==> config.mk <==
export PLATFORM = sky130hd
export DESIGN_NAME = display_scanner_flat
export DESIGN_NICKNAME = d
export VERILOG_FILES = /design/src/rtl/display_scanner_pkg.sv /design/src/rtl/display_scanner_if.sv /design/src/rtl/display_scanner_seg_decode.sv /design/src/rtl/display_scanner.sv /design/src/flat_wrapper.sv
export SDC_FILE = /design/constraint.sdc
export NUM_CORES = 1
export LEC_CHECK = 0
export BUFFER_PORTS_ARGS = -buffer_cell sky130_fd_sc_hd__buf_2
export CELL_PAD_IN_SITES_DETAIL_PLACEMENT = 1
export CELL_PAD_IN_SITES_GLOBAL_PLACEMENT = 1
export CORE_AREA = 3 3 84 118
export DETAILED_ROUTE_END_ITERATION = 10
export DIE_AREA = 0 0 87 121
export GPL_TIMING_DRIVEN = 0
export MAX_ROUTING_LAYER = met4
export PLACE_DENSITY = 0.79
export SYNTH_ARGS = -nofsm -noshare
export SYNTH_HDL_FRONTEND = slang
export SYNTH_SLANG_ARGS = --single-unit
==> constraint.sdc <==
create_clock -name clk -period 2.6 [get_ports clk]
set_input_delay 0.39 -clock clk [delete_from_list [all_inputs] [get_ports clk]]
set_output_delay 0.39 -clock clk [all_outputs]
set_load 0.01 [all_outputs]
==> src/rtl/display_scanner_pkg.sv <==
// display_pkg: segment decode table, anode one-hot constants and shared types for display_scanner
package display_pkg;
  typedef logic [1:0] digit_idx_t;
  typedef enum logic {BLANK, DRIVE} state_t;
  localparam logic [15:0][6:0] SEG_TABLE = {
    7'h71, 7'h79, 7'h5E, 7'h39, 7'h7C, 7'h77, 7'h6F, 7'h7F,
    7'h07, 7'h7D, 7'h6D, 7'h66, 7'h4F, 7'h5B, 7'h06, 7'h3F
  };
  localparam logic [3:0][3:0] ANODE_OH = {4'b1000, 4'b0100, 4'b0010, 4'b0001};
endpackage

==> src/rtl/display_scanner_if.sv <==
// display_scanner_if: load/data inputs and display pin outputs of the scanner
interface display_scanner_if;
  logic        load;
  logic [15:0] values_in;
  logic [3:0]  digit_en;
  logic [3:0]  dp_in;
  logic [6:0]  seg;
  logic        dp;
  logic [3:0]  anode;
  logic        frame_start;
  modport master (output load, values_in, digit_en, dp_in, input seg, dp, anode, frame_start);
  modport slave  (input load, values_in, digit_en, dp_in, output seg, dp, anode, frame_start);
endinterface

==> src/rtl/display_scanner_seg_decode.sv <==
// seg_decode: hex nibble to active-high {g,f,e,d,c,b,a} segment pattern
module seg_decode
  import display_pkg::*;
(
  input  logic [3:0] nibble_i,
  output logic [6:0] seg_o
);
  assign seg_o = SEG_TABLE[nibble_i];
endmodule

==> src/rtl/display_scanner.sv <==
// display_scanner: time-multiplexed 4-digit 7-segment driver with dead time and frame-atomic updates
module display_scanner
  import display_pkg::*;
#(
  parameter int REFRESH_DIV  = 50000,
  parameter int BLANK_CYCLES = 500,
  parameter bit ACTIVE_LOW   = 1'b1
) (
  input logic clk,
  input logic reset,
  display_scanner_if.slave dif
);
  localparam int CW = $clog2(REFRESH_DIV);
  localparam logic [CW-1:0] SLOT_LAST = CW'(REFRESH_DIV - 1);
  localparam logic [CW-1:0] BLANK_END = CW'(BLANK_CYCLES);
  localparam logic [6:0] SEG_INV = {7{ACTIVE_LOW}};
  localparam logic [3:0] AN_INV = {4{ACTIVE_LOW}};
  logic [CW-1:0] slot_cnt_q, slot_cnt_d;
  digit_idx_t digit_idx_q, digit_idx_d;
  state_t state_q, state_d;
  logic [15:0] pend_val_q, act_val_q;
  logic [3:0] pend_en_q, pend_dp_q, act_en_q, act_dp_q;
  logic pend_valid_q;
  logic [6:0] seg_q, seg_pat, seg_d;
  logic [3:0] anode_q, anode_d;
  logic dp_q, dp_d, frame_start_q, slot_end, wrap, lit;
  seg_decode u_dec (.nibble_i(act_val_q[{digit_idx_q, 2'b00} +: 4]), .seg_o(seg_pat));
  always_comb begin
    slot_end    = slot_cnt_q == SLOT_LAST;
    wrap        = slot_end && digit_idx_q == 2'd3;
    slot_cnt_d  = slot_end ? '0 : slot_cnt_q + 1'b1;
    digit_idx_d = slot_end ? digit_idx_q + 1'b1 : digit_idx_q;
    state_d     = slot_cnt_d < BLANK_END ? BLANK : DRIVE;
    lit         = state_q == DRIVE && act_en_q[digit_idx_q];
    anode_d     = lit ? ANODE_OH[digit_idx_q] : '0;
    seg_d       = lit ? seg_pat : '0;
    dp_d        = lit && act_dp_q[digit_idx_q];
  end
  // Pins are registered from state_q/digit_idx_q, so anode and seg always move on the same edge
  always_ff @(posedge clk) begin
    if (reset) begin
      slot_cnt_q    <= '0;
      digit_idx_q   <= '0;
      state_q       <= BLANK;
      pend_val_q    <= '0;
      pend_en_q     <= '0;
      pend_dp_q     <= '0;
      pend_valid_q  <= 1'b0;
      act_val_q     <= '0;
      act_en_q      <= '0;
      act_dp_q      <= '0;
      seg_q         <= SEG_INV;
      anode_q       <= AN_INV;
      dp_q          <= ACTIVE_LOW;
      frame_start_q <= 1'b0;
    end else begin
      slot_cnt_q   <= slot_cnt_d;
      digit_idx_q  <= digit_idx_d;
      state_q      <= state_d;
      if (dif.load) {pend_val_q, pend_en_q, pend_dp_q} <= {dif.values_in, dif.digit_en, dif.dp_in};
      pend_valid_q <= dif.load | (pend_valid_q & ~wrap);
      if (wrap && pend_valid_q) {act_val_q, act_en_q, act_dp_q} <= {pend_val_q, pend_en_q, pend_dp_q};
      seg_q         <= seg_d ^ SEG_INV;
      anode_q       <= anode_d ^ AN_INV;
      dp_q          <= dp_d ^ ACTIVE_LOW;
      frame_start_q <= wrap;
    end
  end
  assign dif.seg         = seg_q;
  assign dif.dp          = dp_q;
  assign dif.anode       = anode_q;
  assign dif.frame_start = frame_start_q;
endmodule

==> src/flat_wrapper.sv <==
// flat-port wrapper written by rule: the top's interface ports become plain ports
module display_scanner_flat import display_pkg::*;
#(
  parameter int REFRESH_DIV  = 50000,
  parameter int BLANK_CYCLES = 500,
  parameter bit ACTIVE_LOW   = 1'b1
)
  (clk, reset, dif_load, dif_values_in, dif_digit_en, dif_dp_in, dif_seg, dif_dp, dif_anode, dif_frame_start);
  display_scanner_if dif_i ();
  input logic clk;
  input logic reset;
  input wire logic [$bits(dif_i.load)-1:0] dif_load;
  input wire logic [$bits(dif_i.values_in)-1:0] dif_values_in;
  input wire logic [$bits(dif_i.digit_en)-1:0] dif_digit_en;
  input wire logic [$bits(dif_i.dp_in)-1:0] dif_dp_in;
  output wire logic [$bits(dif_i.seg)-1:0] dif_seg;
  output wire logic [$bits(dif_i.dp)-1:0] dif_dp;
  output wire logic [$bits(dif_i.anode)-1:0] dif_anode;
  output wire logic [$bits(dif_i.frame_start)-1:0] dif_frame_start;
  assign dif_i.load = dif_load;
  assign dif_i.values_in = dif_values_in;
  assign dif_i.digit_en = dif_digit_en;
  assign dif_i.dp_in = dif_dp_in;
  assign dif_seg = dif_i.seg;
  assign dif_dp = dif_i.dp;
  assign dif_anode = dif_i.anode;
  assign dif_frame_start = dif_i.frame_start;
  display_scanner #(.REFRESH_DIV(REFRESH_DIV), .BLANK_CYCLES(BLANK_CYCLES), .ACTIVE_LOW(ACTIVE_LOW)) u_core (.clk(clk), .reset(reset), .dif(dif_i));
endmodule
======== After elaboration in Yosys (flattened, before gate mapping) ========
Memories as Yosys holds them, arrays and structs flattened.
Index checks and enable logic that the tools add are counted.
word-level totals
  bits in read-only memories .............. 112
  register bits after elaboration ......... 81
  memories ................................ 1
  word-level logic and storage cells ...... 44
  input port bits ......................... 27
cells by class
  bitwise gates (word level) .............. 6
  shift-type cells ........................ 1
  multiplexer cells ....................... 11
  reductions and logical operators ........ 4
  add/subtract/negate cells ............... 2
  order comparisons ....................... 3
  equality and inequality tests ........... 2
memories
  name             words  width  rd ports  clocked after memory_dff  wr ports  RTL line                         text
  (no name shown)  16     7      1         0                         0         display_scanner_seg_decode.sv:8  assign seg_o = SEG_TABLE[nibble_i];
operators by type and width
  kind                                                         number
  adder 16 x 1 -> 16 bit, second input constant                1
  equality test 16 bit, second input constant                  1
  less-than comparator 16 x 9 -> 1 bit, second input constant  1
  2-to-1 mux 16 bit                                            1
  variable part select 16 x 5 -> 4 bit                         1
  2-to-1 mux 7 bit                                             2
  binary-select mux 4 bit (select 2 bit)                       1
  2-to-1 mux 4 bit                                             2
  NOT 7 bit                                                    1
  less-than comparator 4 x 5 -> 1 bit, second input constant   1
  binary-select mux 1 bit (select 2 bit)                       2
  logical AND 1 bit                                            4
  NOT 4 bit                                                    1
  less-than comparator 2 x 3 -> 1 bit, second input constant   1
  2-to-1 mux 1 bit                                             3
  adder 2 x 1 -> 2 bit, second input constant                  1
  equality test 2 bit, second input constant                   1
  NOT 1 bit                                                    2
  bitwise AND 1 bit                                            1
  OR 1 bit                                                     1

======== Depth between registers and ports, before layout ========
Gate-level depths: netlist (run 1).
  word-level depth ........................ 5
  mapped depth ............................ 8

======== By module ========
A second synthesis (run 1) with hierarchy kept.
unflattened totals
  cell total of the unflattened synthesis .. 385
  area total of the unflattened synthesis .. 3702.3 um2
by module, submodules not included
  module           cells each  times used  area an instance (um2)
  display_scanner  352         1           3414.5
  seg_decode       33          1           287.8

======== Worst setup path after synthesis (run 1) ========
OpenSTA, ideal clock, no wires.
  kind .................................... reg2reg
  start ................................... register u_core.digit_idx_q[0]
  end ..................................... register u_core.seg_q[3] (netlist: u_core.dif.seg[3])
  required time ........................... 2.479 ns
  period minus slack after synthesis ...... 2.132 ns
  setup time .............................. 0.121 ns
  stages on the path, launching flop included .. 8
  arrival ................................. 2.011 ns
  setup slack ............................. 0.468 ns
  buffers on the path ..................... 1
  cells stage by stage .................... dfxtp_1 buf_2 mux4_2 inv_1 ha_1 inv_1 mux4_2 nand2b_1
between the ends
  word-level cells in the longest chain between the ends .. 5
ends and longest elaborated chain
  element                                                                                                RTL line                                                text
  start: declaration                                                                                     display_scanner.sv:19                                   digit_idx_t digit_idx_q, digit_idx_d;
  start signal: assignment                                                                               display_scanner.sv:58                                   digit_idx_q <= digit_idx_d;
  variable part select 16 x 5 -> 4 bit / binary-select mux 1 bit (select 2 bit) (equally long branches)  display_scanner.sv:27, display_scanner.sv:34
  memory (16 x 7 bit) / 2-to-1 mux 1 bit (equally long branches)                                         -
  2-to-1 mux 7 bit (not written as such) / logical AND 1 bit (equally long branches)                     display_scanner_seg_decode.sv:8, display_scanner.sv:34
  2-to-1 mux 7 bit (*)                                                                                   display_scanner.sv:36                                   seg_d = lit ? seg_pat : '0;
  NOT 7 bit (no line) (*)                                                                                -
  end signal: assignment                                                                                 display_scanner.sv:63                                   seg_q <= seg_d ^ SEG_INV;
  end: declaration                                                                                       display_scanner.sv:24                                   logic [6:0] seg_q, seg_pat, seg_d;
Every way passes the cells marked *; elsewhere a longest branch is shown, timed or not. The select of a mux whose other input is x is not followed.
A chain may end at the register's enable or synchronous reset.

======== Final worst setup path (run 1) ========
Ends and elaborated chain as after synthesis.

==> results_dict.tcl, run 1 <==
set metrics [dict create \
    power.total_uw 2780 \
    whs_ps 294 \
    grt_first_pass_wirelength_mm 14.1 \
    finalWirelength_mm 8.44 \
    clk_latency_ps 340 \
    crit_end "u_core.dif.seg[3]" \
    vias_per_cell 5.30 \
    endpoint_kind "flip-flop" \
    place.gp.congestion 0.802 \
    ctsResizeCount 0 \
    synth_warnings 0 \
    drt_first_pass_iters 4 \
    synth_largest_area_cell "dfxtp_1" \
    diodes 0 \
    clockBufferDepth 2 \
    outcome "finished, final reports clean" \
    drt_iter0_drc 122 \
    antenna_found_initial 0 \
    synth_nets 410 \
    pre_cts_slack_ps 236 \
    synth_top_area_share_pct 46.0 \
    cts-root-buf "clkbuf_16" \
    grt_pass1_vias 3011 \
    ys_seq_area_share_pct 46.0 \
    grt_start_max_net_pins 13 \
    postRouteAntennaNets 0 \
    syn_area_per_cell_um2 9.46 \
    min_period_over_period_pct 91.7 \
    rrSetupSlack_ps 220 \
    drive_above_1_share_pct 22.3 \
    ys_top_cells_by_count "81 x dfxtp_1, 64 x nand2_1, 47 x nor2_1, 28 x mux2i_1, 20 x a21oi_2" \
    r2r-start "u_core.digit_idx_q[0]" \
    synth-xor-area-share_pct 3.23 \
    synth-simple-area-share_pct 20.5 \
    io_pins 40 \
    drv_cap 0 \
    vdd_drop_max_mv 0.512 \
    post-route-min-period_ps 2380 \
    critPathLaunchType "flip-flop" \
    cts_sinks 81 \
    power.leakage_uw 0.00151 \
    setup-tns-final_ps 0 \
    max_freq_ghz 0.420 \
    grt.overflow.total 0 \
    startpoint "u_core.digit_idx_q[0]" \
    cts-htree-levels 3 \
    ys_types 45 \
    drc_errors 0 \
    area_growth_pct 18.5 \
    portBuffers 38 \
    post-route-util_pct 46.6 \
    cts_buffers 9 \
    path_clk_slew_ps 60 \
    worstPathRequired_ps 2820 \
    finalNetCount 459 \
    r2r_end "u_core.dif.seg[3]" \
    worst_pin_slew_ps 735 \
    ys_ff_latch 81 \
    synth-compound-area-share_pct 10.7 \
    cp_max_fo 9 \
    ys_async_sr_fraction_pct 0 \
    initial_core_util_pct 39.3 \
    dieArea_mm2 0.0105 \
    core_mm2 0.00898 \
    rr_worst_depth 7 \
    critPathKind "flip-flop to flip-flop" \
    rows 41 \
    nFillCells 1044 \
    die_h_um 121 \
    hp-class "input port to flip-flop" \
    finalHoldViolations 0 \
    ctsHoldBuffers 0 \
    die_w_um 87 \
    cp_data_arrival_time_ps 2600 \
    dp_hpwl_mm 6.16 \
    synth_ff_type "dfxtp_1" \
    synth_area_leaders "dfxtp_1 46%, mux2i_1 7.9%, nand2_1 6.8%" \
    worst_slack_ps 217 \
    synth_most_common_cell "dfxtp_1" \
    post_drt_wl_per_cell_um 15.8 \
    cts_setup_buffers 0 \
    power_density_mw_per_mm2 665 \
    syn_inst 373 \
    synth_top_family_by_area "simple AND/OR/NAND/NOR gates" \
    finalClockSkew_ps 7.66 \
    via_count 2823 \
    setup_violations 0 \
    relSlewSlack_pct 51.0 \
    synthAdderAreaFrac_pct 3.55 \
    synth_mux_area_share_pct 11.8 \
    rsz0062_at_grt "no" \
    syn-cell-area_mm2 0.00353 \
    drv_slew 0 \
    synth-edff-count 0 \
    grt.total_usage_pct 17.8 \
    cts_tree "done" \
]
-- cell usage in the layout, fill, tap and decap left out, types with 2 or more instances in the layout --
cell type / n
nand3_1: 7
nand2b_1: 2
o221ai_1: 4
buf_8: 2
ha_1: 10
buf_1: 4
nand4b_1: 2
and2b_2: 2
o21ai_0: 7
xnor2_1: 9
xor2_1: 4
nand2_1: 64
mux4_2: 6
mux2i_1: 28
bufinv_16: 2
a21oi_1: 12
and4_1: 2
clkbuf_1: 10
nand4_1: 3
nor2_1: 47
a21oi_2: 20
dfxtp_1: 81
or2_2: 2
clkbuf_16: 9
or3_1: 5
nand2_2: 2
nor3_1: 2
nor4_1: 3
a311oi_1: 2
buf_2: 43
and3_1: 2
inv_1: 10
clkbuf_8: 3
-- through the flow --
stage,cell area [um2],std cells
6_report,4180,533
5_1_grt,4180,533
3_5_place_dp,3850,518
2_1_floorplan,3530,373
4_1_cts,4180,533
3_3_place_gp,3850,518
-- report_power, final --
group	leakage, uW	switching [uW]	internal, uW
clock network	0.000162	476	914
registers	0.000659	17.2	1270
logic	0.000690	58.4	45.0
total	0.00151	552	2230
-- state kept, by name (all words and copies together), names as in the netlist --
register and flops:
u_core.act_dp_q 4, u_core.act_en_q 4, u_core.act_val_q 16, u_core.dif.anode 4, u_core.dif.dp 1, u_core.dif.frame_start 1, u_core.dif.seg 7, u_core.digit_idx_q 2
u_core.pend_dp_q 4, u_core.pend_en_q 4, u_core.pend_val_q 16, u_core.pend_valid_q 1, u_core.slot_cnt_q 16, u_core.state_q 1
-- how the worst min path moves through the flow --
stage	slack (ps)	endpoint	cells past startpoint	from
finish	290	u_core.pend_val_q[9]	3	dif_values_in[9]
global route	300	u_core.pend_dp_q[2]	3	dif_dp_in[2]
CTS	290	u_core.pend_val_q[9]	3	dif_values_in[9]
detailed placement	450	u_core.act_val_q[10]	2	u_core.act_val_q[10]
global placement	440	u_core.act_val_q[3]	2	u_core.act_val_q[3]
floorplan	430	u_core.act_val_q[0]	2	u_core.act_val_q[0]
-- final cells by class --
class / instances / area (um2) / area share, %
Buffer: 21 / 115 / 2.75
Clock buffer: 13 / 270 / 6.46
Clock inverter: 2 / 60.1 / 1.44
Inverter: 10 / 37.5 / 0.897
Multi-Input combinational cell: 261 / 1750 / 41.9
Sequential cell: 81 / 1620 / 38.8
Tap cell: 107 / 134 / 3.20
Timing Repair Buffer: 38 / 190 / 4.55
-- worst max-delay path, cell delays in order, from the launching register on --
cell and delay (ps):
dfxtp_1 360, buf_2 320, mux4_2 640, inv_1 140
ha_1 140, inv_1 50, mux4_2 460, nand2b_1 150
-- per-layer routing --
layer,share of wire [%],vias to the layer above,track usage (%),routed length [um]
li1,-,1377,-,-
met1,40,1376,18.7,3410
met2,54,50,31.5,4560
met3,3.1,20,3.53,259
met4,2.4,0,8.09,206
met5,0,-,-,0
-- cells by family after synthesis --
| family | Yosys count |
|---|---|
| mux | 34 |
| xor+xnor | 13 |
| simple gates | 152 |
| buf+inv | 31 |
| fa+ha+maj | 10 |
| flops | 81 |
| compound gates | 52 |
Note: power is estimated with default switching activity, not from simulation.
==> inputs of run 2 (changes only) <==
--- a/config.mk
+++ b/config.mk
@@ -8,12 +8,12 @@
 export BUFFER_PORTS_ARGS = -buffer_cell sky130_fd_sc_hd__buf_2
 export CELL_PAD_IN_SITES_DETAIL_PLACEMENT = 1
 export CELL_PAD_IN_SITES_GLOBAL_PLACEMENT = 1
-export CORE_AREA = 3 3 84 118
+export CORE_AREA = 3 3 80 112
 export DETAILED_ROUTE_END_ITERATION = 10
-export DIE_AREA = 0 0 87 121
+export DIE_AREA = 0 0 83 115
 export GPL_TIMING_DRIVEN = 0
 export MAX_ROUTING_LAYER = met4
-export PLACE_DENSITY = 0.79
+export PLACE_DENSITY = 0.86
 export SYNTH_ARGS = -nofsm -noshare
 export SYNTH_HDL_FRONTEND = slang
 export SYNTH_SLANG_ARGS = --single-unit
==> run 2 against run 1 <==
Effect of this change: clock skew down 2.1 ps; cell count fell by 0.75%; largest cell class unchanged; critical path depth is the same; die area is 9.3% lower; largest power group is now sequential cells; highest routed layer unchanged; maximum frequency fell by 1.6%; routed wire length is 1.7% higher; critical endpoint unchanged; setup slack got worse by 39 ps; sequential power about the same.
==> results_dict.tcl, run 2 (same netlist as run 1, synthesis figures left out) <==
set metrics [dict create \
    grt.overflow.total 0 \
    postRouteAntennaNets 0 \
    drv_cap 0 \
    grt_pass1_vias 3062 \
    cts_setup_buffers 0 \
    post-route-min-period_ps 2420 \
    min-delay-start "dif_values_in[5]" \
    cp_num_buf_inv 3 \
    ctsResizeCount 0 \
    vias_per_cell 5.38 \
    area_growth_pct 17.3 \
    cts-htree-levels 3 \
    ctsHoldBuffers 0 \
    diodes 0 \
    nFillCells 970 \
    final_cell_mix "81 x dfxtp_1, 64 x nand2_1, 47 x nor2_1, 43 x buf_2, 28 x mux2i_1" \
    cp_data_arrival_time_ps 2640 \
    antenna_found_initial 0 \
    initial_core_util_pct 43.6 \
    setup_violations 0 \
    endpoint_kind "flip-flop" \
    core_mm2 0.00810 \
    grt_first_pass_wirelength_mm 14.6 \
    portBuffers 38 \
    grt.total_usage_pct 19.7 \
    critPathTopFamily "multiplexers" \
    rsz0062_at_grt "no" \
    drt_iter0_drc 119 \
    outcome "finished, final reports clean" \
    critPathKind "flip-flop to flip-flop" \
    r2r-start "u_core.digit_idx_q[0]" \
    pre_cts_slack_ps 184 \
    power.leakage_uw 0.00150 \
    reg_top3 "u_core.act_val_q (16), u_core.pend_val_q (16), u_core.slot_cnt_q (16)" \
    final_cells 529 \
    min_period_over_period_pct 93.2 \
    critPathSlowestCell "mux4_2" \
    hp-class "input port to flip-flop" \
    layout_commonest_cell "dfxtp_1" \
    power_density_mw_per_mm2 635 \
    cts_tree "done" \
    post_drt_wl_per_cell_um 16.2 \
    dp_hpwl_mm 6.27 \
    place.gp.congestion 0.852 \
    clockBufferDepth 2 \
    vdd_drop_max_mv 0.389 \
    cp_max_fo 9 \
    die_h_um 115 \
    slowest_delay_ps 630 \
    finalClockSkew_ps 5.54 \
    finalWirelength_mm 8.58 \
    cts-root-buf "clkbuf_16" \
    path_cells "buf_2, mux4_2, inv_1, ha_1, inv_1, mux4_2, nand2b_1" \
    worst_slack_ps 178 \
    power.total_uw 2630 \
    drt_first_pass_iters 4 \
    drv_slew 0 \
    cts_sinks 81 \
    cts_buffers 9 \
    path_clk_slew_ps 60 \
    setup-tns-final_ps 0 \
    startpoint "u_core.digit_idx_q[0]" \
    finalHoldViolations 0 \
    max_freq_ghz 0.413 \
    placed_cells 513 \
    worstPathRequired_ps 2820 \
    critPathLaunchType "flip-flop" \
    via_count 2845 \
    io_pins 40 \
    rows 39 \
    finalNetCount 459 \
    drive_above_1_share_pct 22.7 \
    clk_latency_ps 340 \
    grt_start_max_net_pins 14 \
    die_w_um 83 \
    relSlewSlack_pct 52.3 \
    worst_pin_slew_ps 716 \
    drc_errors 0 \
    dieArea_mm2 0.00955 \
]
## run 2: cell types whose count changed in the layout (fill, tap and decap cells not counted)
cell / before / now
nor4_2: 0 / 1
clkinv_2: 0 / 4
nor4_1: 3 / 2
clkbuf_8: 3 / 0
clkinv_4: 0 / 1
bufinv_16: 2 / 1
## run 2: cell type report
class,count,area [um2],share of cell area [%]
plain buffers,21,115,2.78
clock buffers,10,229,5.53
clock inverters,6,58.8,1.42
inverters,10,37.5,0.907
multi-input cells,261,1760,42.5
flip-flops and latches,81,1620,39.2
well taps,102,128,3.08
repair buffers,38,190,4.59
## run 2: where the power goes
group          internal [uW]  switching [uW]  leakage [uW]
combinational           45.0            59.9      0.000691
clock                    738             501      0.000146
sequential              1270            17.5      0.000659
## run 2: path summary, 6_finish.rpt
kind | to | slack, ps | cells after the start
max | u_core.dif.seg[3] | 180 | 7
min | u_core.pend_val_q[5] | 290 | 3
max reg2reg | u_core.dif.seg[3] | 180 | 7
min reg2reg | u_core.act_val_q[1] | 460 | 2
## run 2: metal layers
metal / global-route usage [%] / share of wire [%]
met3: 4.09 / 3.3
met4: 10.1 / 3.1
met1: 22.0 / 42
met2: 33.1 / 51
met5: - / 0
## run 2: through the flow
| stage | hold slack (ps) | utilization, % | instance area (um2) |
|---|---|---|---|
| after floorplan | 429 | - | 3530 |
| after global placement | 443 | 47.5 | 3850 |
| after detailed placement | 449 | 47.5 | 3850 |
| after CTS | 283 | 51.0 | 4130 |
| after global routing | 311 | 51.1 | 4140 |
| final | 289 | 51.1 | 4140 |
## run 2: tightest hold or removal path: stages
cell     delay (ps)
buf_2            70
mux2i_1          60
nor2_1           70
